## config.mk

```make
export PLATFORM = sky130hd
export DESIGN_NAME = timer_irq_ctrl
export DESIGN_NICKNAME = d
export VERILOG_FILES = /design/src/rtl/timer_pkg.sv /design/src/rtl/timer_prescaler.sv /design/src/rtl/timer_irq_ctrl.sv
export SDC_FILE = /design/constraint.sdc
export NUM_CORES = 1
export LEC_CHECK = 0
export ABC_AREA = 1
export BUFFER_PORTS_ARGS = -buffer_cell sky130_fd_sc_hd__buf_2
export CAP_MARGIN = 10
export CORE_UTILIZATION = 55
export DETAILED_ROUTE_END_ITERATION = 8
export PLACE_DENSITY = 0.81
export SLEW_MARGIN = 30
export SYNTH_ARGS = -nofsm -noshare
export SYNTH_HDL_FRONTEND = slang
export SYNTH_SLANG_ARGS = --single-unit
export TNS_END_PERCENT = 20
```

## constraint.sdc

```tcl
create_clock -name clk -period 2.16 [get_ports clk]
set_input_delay 0.108 -clock clk [delete_from_list [all_inputs] [get_ports clk]]
set_output_delay 0.108 -clock clk [all_outputs]
set_load 0.02 [all_outputs]
```

## src/rtl/timer_pkg.sv

```systemverilog
// Shared types and constants for the memory-mapped timer / interrupt sequencer.
// Optional prescaler register offset is only decoded when TIMER_PRESCALE_EN is defined.
package timer_pkg;

    typedef enum logic [1:0] {
        IDLE = 2'd0,
        LOAD = 2'd1,
        CNT  = 2'd2,
        INT  = 2'd3
    } timer_state_e;

    localparam logic [1:0] OFF_CTRL     = 2'd0;
    localparam logic [1:0] OFF_PRESET   = 2'd1;
    localparam logic [1:0] OFF_COUNT    = 2'd2;
    localparam logic [1:0] OFF_PRESCALE = 2'd3;

    localparam int CTRL_EN_BIT   = 0;
    localparam int CTRL_MODE_LSB = 1;
    localparam int CTRL_IM_BIT   = 3;

    localparam logic [1:0] MODE_ONESHOT  = 2'd0;
    localparam logic [1:0] MODE_PERIODIC = 2'd1;

    // Byte-lane merge of a CPU write into an existing 32-bit register.
    function automatic logic [31:0] byte_merge(input logic [31:0] old_val,
                                               input logic [31:0] new_val,
                                               input logic [3:0]  be);
        logic [31:0] res;
        res = old_val;
        for (int i = 0; i < 4; i++) begin
            if (be[i]) begin
                res[8*i +: 8] = new_val[8*i +: 8];
            end
        end
        return res;
    endfunction

endpackage

```

## src/rtl/timer_prescaler.sv

```systemverilog
// Clock divider for the countdown: tick fires every prescale+1 enabled cycles.
// Only instantiated when TIMER_PRESCALE_EN is defined.
module timer_prescaler (
    input  logic        clk,
    input  logic        reset,
    input  logic        clear,
    input  logic        enable,
    input  logic [15:0] prescale,
    output logic        tick
);

    logic [15:0] div_r;

    // >= keeps the divider bounded if prescale is lowered mid-count
    assign tick = enable && (div_r >= prescale);

    // Divider counter, restarted on every reload
    always_ff @(posedge clk) begin
        if (reset) begin
            div_r <= 16'd0;
        end else if (clear) begin
            div_r <= 16'd0;
        end else if (enable) begin
            div_r <= tick ? 16'd0 : div_r + 16'd1;
        end
    end

endmodule

```

## src/rtl/timer_irq_ctrl.sv

```systemverilog
// Memory-mapped countdown timer with interrupt sequencing (CTRL/PRESET/COUNT).
// Define TIMER_PRESCALE_EN to add the PRESCALE register at +0xC and the divider.
module timer_irq_ctrl
    import timer_pkg::*;
#(
    parameter logic [31:0] BASE_ADDR    = 32'h0000_7F00,
    parameter bit          MODE1_RELOAD = 1'b1
) (
    input  logic        clk,
    input  logic        reset,
    input  logic [31:0] addr,
    input  logic [3:0]  byteen,
    input  logic [31:0] wdata,
    output logic [31:0] rdata,
    output logic        sel,
    output logic        irq
);

    timer_state_e state_r;
    timer_state_e state_s;
    logic [3:0]   ctrl_r;
    logic [31:0]  preset_r;
    logic [31:0]  count_r;
    logic         irq_flag_r;

    logic         wr_s;
    logic         ctrl_wr_s;
    logic         preset_wr_s;
    logic         en_s;
    logic         periodic_s;
    logic         tick_s;
    logic         expire_s;
    logic         addr_lsb_unused_s;

    assign addr_lsb_unused_s = ^addr[1:0];

`ifdef TIMER_PRESCALE_EN
    assign sel = (addr[31:4] == BASE_ADDR[31:4]);
`else
    assign sel = (addr[31:4] == BASE_ADDR[31:4]) && (addr[3:2] != OFF_PRESCALE);
`endif

    assign wr_s        = sel && (byteen != 4'd0);
    assign ctrl_wr_s   = wr_s && (addr[3:2] == OFF_CTRL);
    assign preset_wr_s = wr_s && (addr[3:2] == OFF_PRESET);
    assign en_s        = ctrl_r[CTRL_EN_BIT];
    // Modes 2/3 and non-reloading mode 1 all behave as one-shot
    assign periodic_s  = (ctrl_r[CTRL_MODE_LSB +: 2] == MODE_PERIODIC) && MODE1_RELOAD;
    assign expire_s    = (state_r == CNT) && en_s && tick_s && (count_r <= 32'd1);
    assign irq         = irq_flag_r & ctrl_r[CTRL_IM_BIT];

`ifdef TIMER_PRESCALE_EN
    logic [15:0] prescale_r;

    timer_prescaler u_prescaler (
        .clk      (clk),
        .reset    (reset),
        .clear    (state_r == LOAD),
        .enable   ((state_r == CNT) && en_s),
        .prescale (prescale_r),
        .tick     (tick_s)
    );

    // PRESCALE register, low two byte lanes only
    always_ff @(posedge clk) begin
        if (reset) begin
            prescale_r <= 16'd0;
        end else if (wr_s && (addr[3:2] == OFF_PRESCALE)) begin
            prescale_r[7:0]  <= byteen[0] ? wdata[7:0]  : prescale_r[7:0];
            prescale_r[15:8] <= byteen[1] ? wdata[15:8] : prescale_r[15:8];
        end
    end
`else
    assign tick_s = 1'b1;
`endif

    // State register
    always_ff @(posedge clk) begin
        if (reset) begin
            state_r <= IDLE;
        end else begin
            state_r <= state_s;
        end
    end

    // Next-state decode
    always_comb begin
        state_s = state_r;
        case (state_r)
            IDLE:    if (en_s) state_s = LOAD; else state_s = IDLE;
            LOAD:    if (en_s) state_s = CNT;  else state_s = IDLE;
            CNT: begin
                if (!en_s) begin
                    state_s = IDLE;
                end else if (tick_s && (count_r <= 32'd1)) begin
                    state_s = INT;
                end else begin
                    state_s = CNT;
                end
            end
            INT:     if (periodic_s) state_s = LOAD; else state_s = IDLE;
            default: state_s = IDLE;
        endcase
    end

    // CTRL: a CPU write takes priority over the one-shot EN clear
    always_ff @(posedge clk) begin
        if (reset) begin
            ctrl_r <= 4'd0;
        end else if (ctrl_wr_s) begin
            ctrl_r <= byteen[0] ? wdata[3:0] : ctrl_r;
        end else if ((state_r == INT) && !periodic_s) begin
            ctrl_r[CTRL_EN_BIT] <= 1'b0;
        end
    end

    // PRESET: only sampled into COUNT at LOAD
    always_ff @(posedge clk) begin
        if (reset) begin
            preset_r <= 32'd0;
        end else if (preset_wr_s) begin
            preset_r <= byte_merge(preset_r, wdata, byteen);
        end
    end

    // COUNT: saturates at zero rather than wrapping
    always_ff @(posedge clk) begin
        if (reset) begin
            count_r <= 32'd0;
        end else if (state_r == LOAD) begin
            count_r <= preset_r;
        end else if ((state_r == CNT) && en_s && tick_s) begin
            count_r <= (count_r <= 32'd1) ? 32'd0 : count_r - 32'd1;
        end
    end

    // Interrupt flag: set on expiry, acked by any CTRL write, one cycle in periodic mode
    always_ff @(posedge clk) begin
        if (reset) begin
            irq_flag_r <= 1'b0;
        end else if (ctrl_wr_s) begin
            irq_flag_r <= 1'b0;
        end else if (expire_s) begin
            irq_flag_r <= 1'b1;
        end else if ((state_r == INT) && periodic_s) begin
            irq_flag_r <= 1'b0;
        end
    end

    // Read mux
    always_comb begin
        rdata = 32'd0;
        if (sel) begin
            case (addr[3:2])
                OFF_CTRL:     rdata = {28'd0, ctrl_r};
                OFF_PRESET:   rdata = preset_r;
                OFF_COUNT:    rdata = count_r;
`ifdef TIMER_PRESCALE_EN
                OFF_PRESCALE: rdata = {16'd0, prescale_r};
`endif
                default:      rdata = 32'd0;
            endcase
        end else begin
            rdata = 32'd0;
        end
    end

endmodule
```

==> summary.txt, run 1 <==
Cells and area
  – Nets: 999
  – Diodes inserted: 0
  – Fillers: between 700 and 800
  – Area growth syn-to-layout: 22.1%
  – Register area: between 1000 and 1500 um2
  – Multi-input logic area: around 2600 um2
  – Layout cells sized above 1: about 17%

Logic synthesis
  – Yosys reg bits: between 70 and 80
  – Post-synth EDFFs: 0
  – Syn Area/Cell: 5.83 um2
  – Synth Cell Area: 4710 um2
  – Main synth FF type: dfxtp_1
  – Post-synth ARST share: 0%
  – Post-synthesis cell type count: 29
  – Gate Count Post-Synth: 808
  – Synth Warn #: 0
  – Syn nets: 880
  – Sequential-to-total area share from yosys stat: 30.2%

Clock network
  – Worst-Skew Late Latency: 350 ps
  – CTS sink count: slightly above 70
  – CTS tree: built
  – Post-CTS resize count: 0
  – Clk slew on worst S/H paths: about 70 ps
  – Clock H-tree levels: 3
  – CTS Buffer Depth: 2
  – TritonCTS buffer count: 9
  – Root buffer cell: clkbuf_8

Floorplan
  – Die ar.: between 8000 and 9000 um2
  – Chip Width: roughly 95 um
  – Top Ports: approximately 100
  – Placeable Area: slightly above 8000 um2
  – Die Y: roughly 95 um
  – # rows: 33
  – Initial core utilization: 57.0%

Timing
  – Clk_skew: between 10 and 15 ps
  – Final setup fails: 0
  – RSZ-0062 raised after global routing: no
  – Final critical-path required period: 1860 ps
  – Final Hold Vio Count: 0
  – Slew Limit Fails: 0
  – Setup TNS: 0 ps
  – Max frequency: approximately 540 MHz
  – Slew headroom: 55.3%
  – Final worst path period share: 86.3%
  – Measured slew at the worst slew-check pin: around 670 ps

Worst setup path
  – Reg2reg start: count_r[1]
  – Worst setup EP type: flip-flop
  – Worst-case reg-to-reg path depth: 9
  – CP Max Fanout: 6
  – Worst setup path class: reg -> reg
  – R2R setup slack: 300 ps
  – Worst Path Arrival: approximately 2100 ps
  – Reg2reg end: count_r[9]
  – Worst setup SP type: flip-flop
  – Worst path required time: around 2400 ps

Run
  – Max-cap violations: 0

Route
  – DR vias/cell: 5.25
  – DRT Pass-1 Iters: 5
  – Vias: between 5000 and 6000
  – Routed length per instance: between 10 and 15 um
  – DR iter-0 viols: about 300
  – Antenna-violating nets left: 0
  – Final WL: between 10000 and 15000 um
  – Post-route DRC: 0

GRT
  – Global-route wire length before repair: ~23000 um
  – GR Overflow Total: 0
  – Largest net degree at the start of global routing: 38
  – Vias in the first global route: around 5000
  – Initial antenna violation count: 0
  – Tot GR Track Use: approximately a third

Power
  – Pwr/cell area: 487 nW/um2
  – Maximum VDD drop: around 0.37 mV
  – Tot Pwr: between 2 and 3 mW
  – Leak Pwr: around 2.8 nW

Min path
  – WHS Path Cells: 3
  – Worst Hold End: preset_r[4]
  – Worst Hold Launch: wdata[4]
  – Worst hold path type: in -> reg

Place
  – Port bufs: 101
  – RePlAce Congestion: 0.942
  – Detail Placement HPWL: approximately 9400 um

Outcome
  – Outcome: finished clean
[kinds of logic after synthesis]
logic type | Yosys count | share of synthesized area, %
xor+xnor | 11 | 2.05
flops | 71 | 30.2
buf+inv | 158 | 13.9
fa+ha+maj | 2 | 0.532
compound gates | 104 | 12.0
simple gates | 462 | 41.4
[through the flow]
stage	std cells	instance area, um2	hold WS (ps)	util (%)	setup slack, ps
floorplan	808	4710	243	-	666
global placement	998	5280	328	63.9	458
detailed placement	998	5280	336	63.9	355
CTS	1036	5750	5.19	69.6	341
global route	1036	5750	11.3	69.6	134
finish	1036	5750	1.58	69.6	296
[what timing repair did]
action / in CTS / in global routing
hold buffers: 23 / 0
hold endpoints to repair: 23 / 0
setup buffers: 0 / 0
[metal layers]
layer  share of wire (%)  wire, um  global-route usage [%]
met1                  43      5800                    39.1
met2                  49      6480                    55.9
met3                 5.9       785                    3.95
met4                 2.0       268                    11.9
met5                   0         0                       0
[power by group]
group	switching, mW	internal (mW)	leakage (nW)
combinational	0.0882	0.0853	2.16
clock	0.522	0.795	0.119
sequential	0.000000000492	1.31	0.571
total	0.610	2.19	2.85
[layout make-up]
class	instances	area share, %
repair buffers	137	14.5
clock buffers	10	2.39
inverters	129	8.42
flip-flops and latches	71	24.7
clock inverters	5	1.85
multi-input cells	579	45.8
well taps	105	2.29
[cell usage in the layout, fill, tap and decap left out, types with 13 or more instances in the layout]
cell and n:
a21oi_1 62, nor2_1 141, o22ai_1 26, buf_4 13, dlygate4sd3_1 23, inv_1 124
dfxtp_1 71, buf_2 101, nand3_1 41, nand2_1 240
[Yosys cell counts, types with 8 or more instances]
cell        n  area, um2
nor2_2      8       50.1
nand4_1     9       56.3
dfxtp_1    71       1420
xor2_1      8       70.1
clkbuf_1   13       48.8
o21ai_0    10       50.1
inv_1     124        465
a21oi_1    62        310
o22ai_1    26        163
nor2_1    142        533
nand2_1   240        901
nand3_1    41        205
[how the worst max path moves through the flow]
| stage | from | to | slack [ps] | depth (start not counted) |
|---|---|---|---|---|
| 3_3_place_gp | count_r[1] | count_r[3] | 460 | 9 |
| 3_5_place_dp | count_r[1] | count_r[9] | 360 | 9 |
| 6_report | count_r[1] | count_r[9] | 300 | 9 |
| 4_1_cts | count_r[0] | count_r[9] | 340 | 9 |
| 2_1_floorplan | count_r[0] | count_r[27] | 670 | 10 |
| 5_1_grt | count_r[1] | count_r[22] | 130 | 10 |
[worst max-delay path: stages, from the launching register on]
cell,delay [ps]
dfxtp_1,330
inv_1,100
ha_1,210
nand3_2,180
nand2_1,140
nand3_1,100
nor2_2,180
nand2_1,250
nand3_1,170
a21oi_1,70
[sequential cells by signal, indices dropped and copies added (netlist names)]
register / cells
state_r: 2
ctrl_r: 4
count_r: 32
preset_r: 32
irq_flag_r: 1
Note: power is estimated with default switching activity, not from simulation.
==> run 2: changes to the inputs <==
--- a/config.mk
+++ b/config.mk
@@ -10,6 +10,7 @@
 export CAP_MARGIN = 10
 export CORE_UTILIZATION = 55
 export DETAILED_ROUTE_END_ITERATION = 8
+export HOLD_SLACK_MARGIN = 0.05
 export PLACE_DENSITY = 0.81
 export SLEW_MARGIN = 30
 export SYNTH_ARGS = -nofsm -noshare
==> constraint.sdc (replaced) <==
create_clock -name clk -period 1.8 [get_ports clk]
set_input_delay 0.09 -clock clk [delete_from_list [all_inputs] [get_ports clk]]
set_output_delay 0.09 -clock clk [all_outputs]
set_load 0.02 [all_outputs]
==> summary.txt, run 2 (synthesis gave the netlist of run 1 again) <==
Outcome
  – Outcome: finished clean

Worst setup path
  – Worst setup SP type: flip-flop
  – Worst Path Arrival: slightly above 2000 ps
  – Worst setup path class: reg -> reg
  – CP Max Fanout: 4
  – Worst-case reg-to-reg path depth: 7
  – Worst setup EP type: flip-flop
  – Worst path required time: between 2000 and 2500 ps

Route
  – Met2 WL post-DR: just under 7000 um
  – Routed length per instance: 13.3 um
  – Antenna-violating nets left: 0
  – Post-route DRC: 0
  – Vias: 5567
  – WL met3: between 1000 and 1500 um
  – Top layer in use: met4
  – Final WL: approximately 14000 um
  – Wl on met1: between 5000 and 6000 um
  – DR vias/cell: 5.27
  – DR iter-0 viols: between 300 and 400
  – DRT Pass-1 Iters: 5

Timing
  – Final critical-path required period: 1740 ps
  – Final worst path period share: a little over nine tenths
  – Slew headroom: a little over half
  – Final setup fails: 0
  – Max frequency: between 500 and 600 MHz
  – Measured slew at the worst slew-check pin: between 700 and 800 ps
  – Clk_skew: 15.5 ps
  – WHS: about 150 ps
  – Setup TNS: 0 ps
  – Final Hold Vio Count: 0
  – Slew Limit Fails: 0

Floorplan
  – Top Ports: between 100 and 150
  – Die ar.: just under 9000 um2
  – Initial core utilization: roughly 57%
  – Die Y: about 95 um
  – # rows: 33
  – Placeable Area: approximately 8300 um2
  – Chip Width: approximately 95 um

GRT
  – Initial antenna violation count: 0
  – Vias in the first global route: around 5100
  – Largest net degree at the start of global routing: 38
  – Global-route wire length before repair: 22600 um
  – GR Overflow Total: 0
  – Tot GR Track Use: approximately a third

Cells and area
  – Register area: ~1400 um2
  – Multi-input logic area: approximately 2700 um2
  – Diodes inserted: 0
  – Regs by FF count: count_r: 32 flops, preset_r: 32 flops, ctrl_r: 4 flops
  – Most frequent cells in the layout: nand2_1 (237), nor2_1 (135), inv_1 (124), buf_2 (101), dfxtp_1 (70)
  – Area growth syn-to-layout: 27.2%
  – Layout cells sized above 1: roughly a fifth
  – Nets: slightly above 1000
  – Most common cell after layout, fill and taps aside: nand2_1
  – Fillers: between 700 and 800

Power
  – Maximum VDD drop: ~0.4 mV
  – Leak Pwr: slightly below 3 nW
  – Pwr/cell area: around 550 nW/um2

Place
  – Detail Placement HPWL: slightly below 10000 um
  – Port bufs: about 100
  – RePlAce Congestion: between 0.9 and 1

Clock network
  – Clk slew on worst S/H paths: ~90 ps
  – Clock H-tree levels: 3
  – CTS sink count: 71
  – CTS Buffer Depth: 2
  – CTS tree: built
  – Worst-Skew Late Latency: ~360 ps
  – TritonCTS buffer count: 9
  – Root buffer cell: clkbuf_8

Min path
  – WHS Path Cells: 6
  – Worst hold path type: in -> reg

Run
  – Max-cap violations: 0
## run 2: cell types whose count changed in the layout (fill, tap and decap cells not counted), moves of 2 or more
cell           before  now
nor2_4              5    9
nor2_2              9   11
nand2_2             1    4
nor2_1            141  135
dlygate4sd3_1      23   32
buf_4              13   20
buf_12              0    2
nand2_1           240  237
inv_6               0    2
## run 2: worst paths after layout
kind | start | end | slack (ps)
setup / recovery | state_r[1] | count_r[3] | 60
hold / removal | byteen[0] | ctrl_r[0] | 150
setup reg to reg | state_r[1] | count_r[3] | 60
hold reg to reg | irq_flag_r | irq_flag_r | 490
## run 2: repair_timing
| item | CTS | global route |
|---|---|---|
| hold buffers | 32 | 0 |
| hold endpoints to repair | 35 | 0 |
| endpoints found under the setup margin | 0 | 29 |
| resized for setup | 0 | 18 |
| setup buffers | 0 | 2 |
## run 2: per-stage QoR
step                setup WS, ps  power (mW)  cell area [um2]  utilization (%)  cells
floorplan                    306        1.68             4710                -    808
global placement             143        1.77             5360             64.9   1006
detailed placement          44.6        1.78             5360             64.9   1006
CTS                         16.0        3.29             5910             71.5   1054
global route               -5.43        3.39             5990             72.5   1056
finish                      58.4        3.29             5990             72.5   1056
## run 2: layout make-up
cell class / instances / area share [%]
inverter: 129 / 8.08
timing repair buffer: 156 / 17.2
multi-input combinational: 579 / 45.0
sequential: 71 / 23.8
tap: 105 / 2.19
clock buffer: 9 / 2.07
clock inverter: 7 / 1.71
## run 2: critical path: stages, from the launching register on
cell and delay [ps]:
dfxtp_1 440, nand3_1 250, nand2_2 180, inv_1 120
nor2_1 150, xor2_1 250, nand3_1 130, a21oi_1 140
## run 2: power breakdown
group | internal [mW] | switching, mW | leakage [nW]
Clock | 0.800 | 0.695 | 0.116
Combinational | 0.117 | 0.110 | 2.26
Sequential | 1.57 | 0.000000000587 | 0.572
Total | 2.49 | 0.804 | 2.95
## run 2: layer usage
| metal | up-vias | global-route usage, % |
|---|---|---|
| met5 | - | 0 |
| met4 | 0 | 11.1 |
| met3 | 36 | 5.15 |
| met2 | 256 | 56.3 |
| met1 | 2491 | 39.2 |
| li1 | 2784 | - |
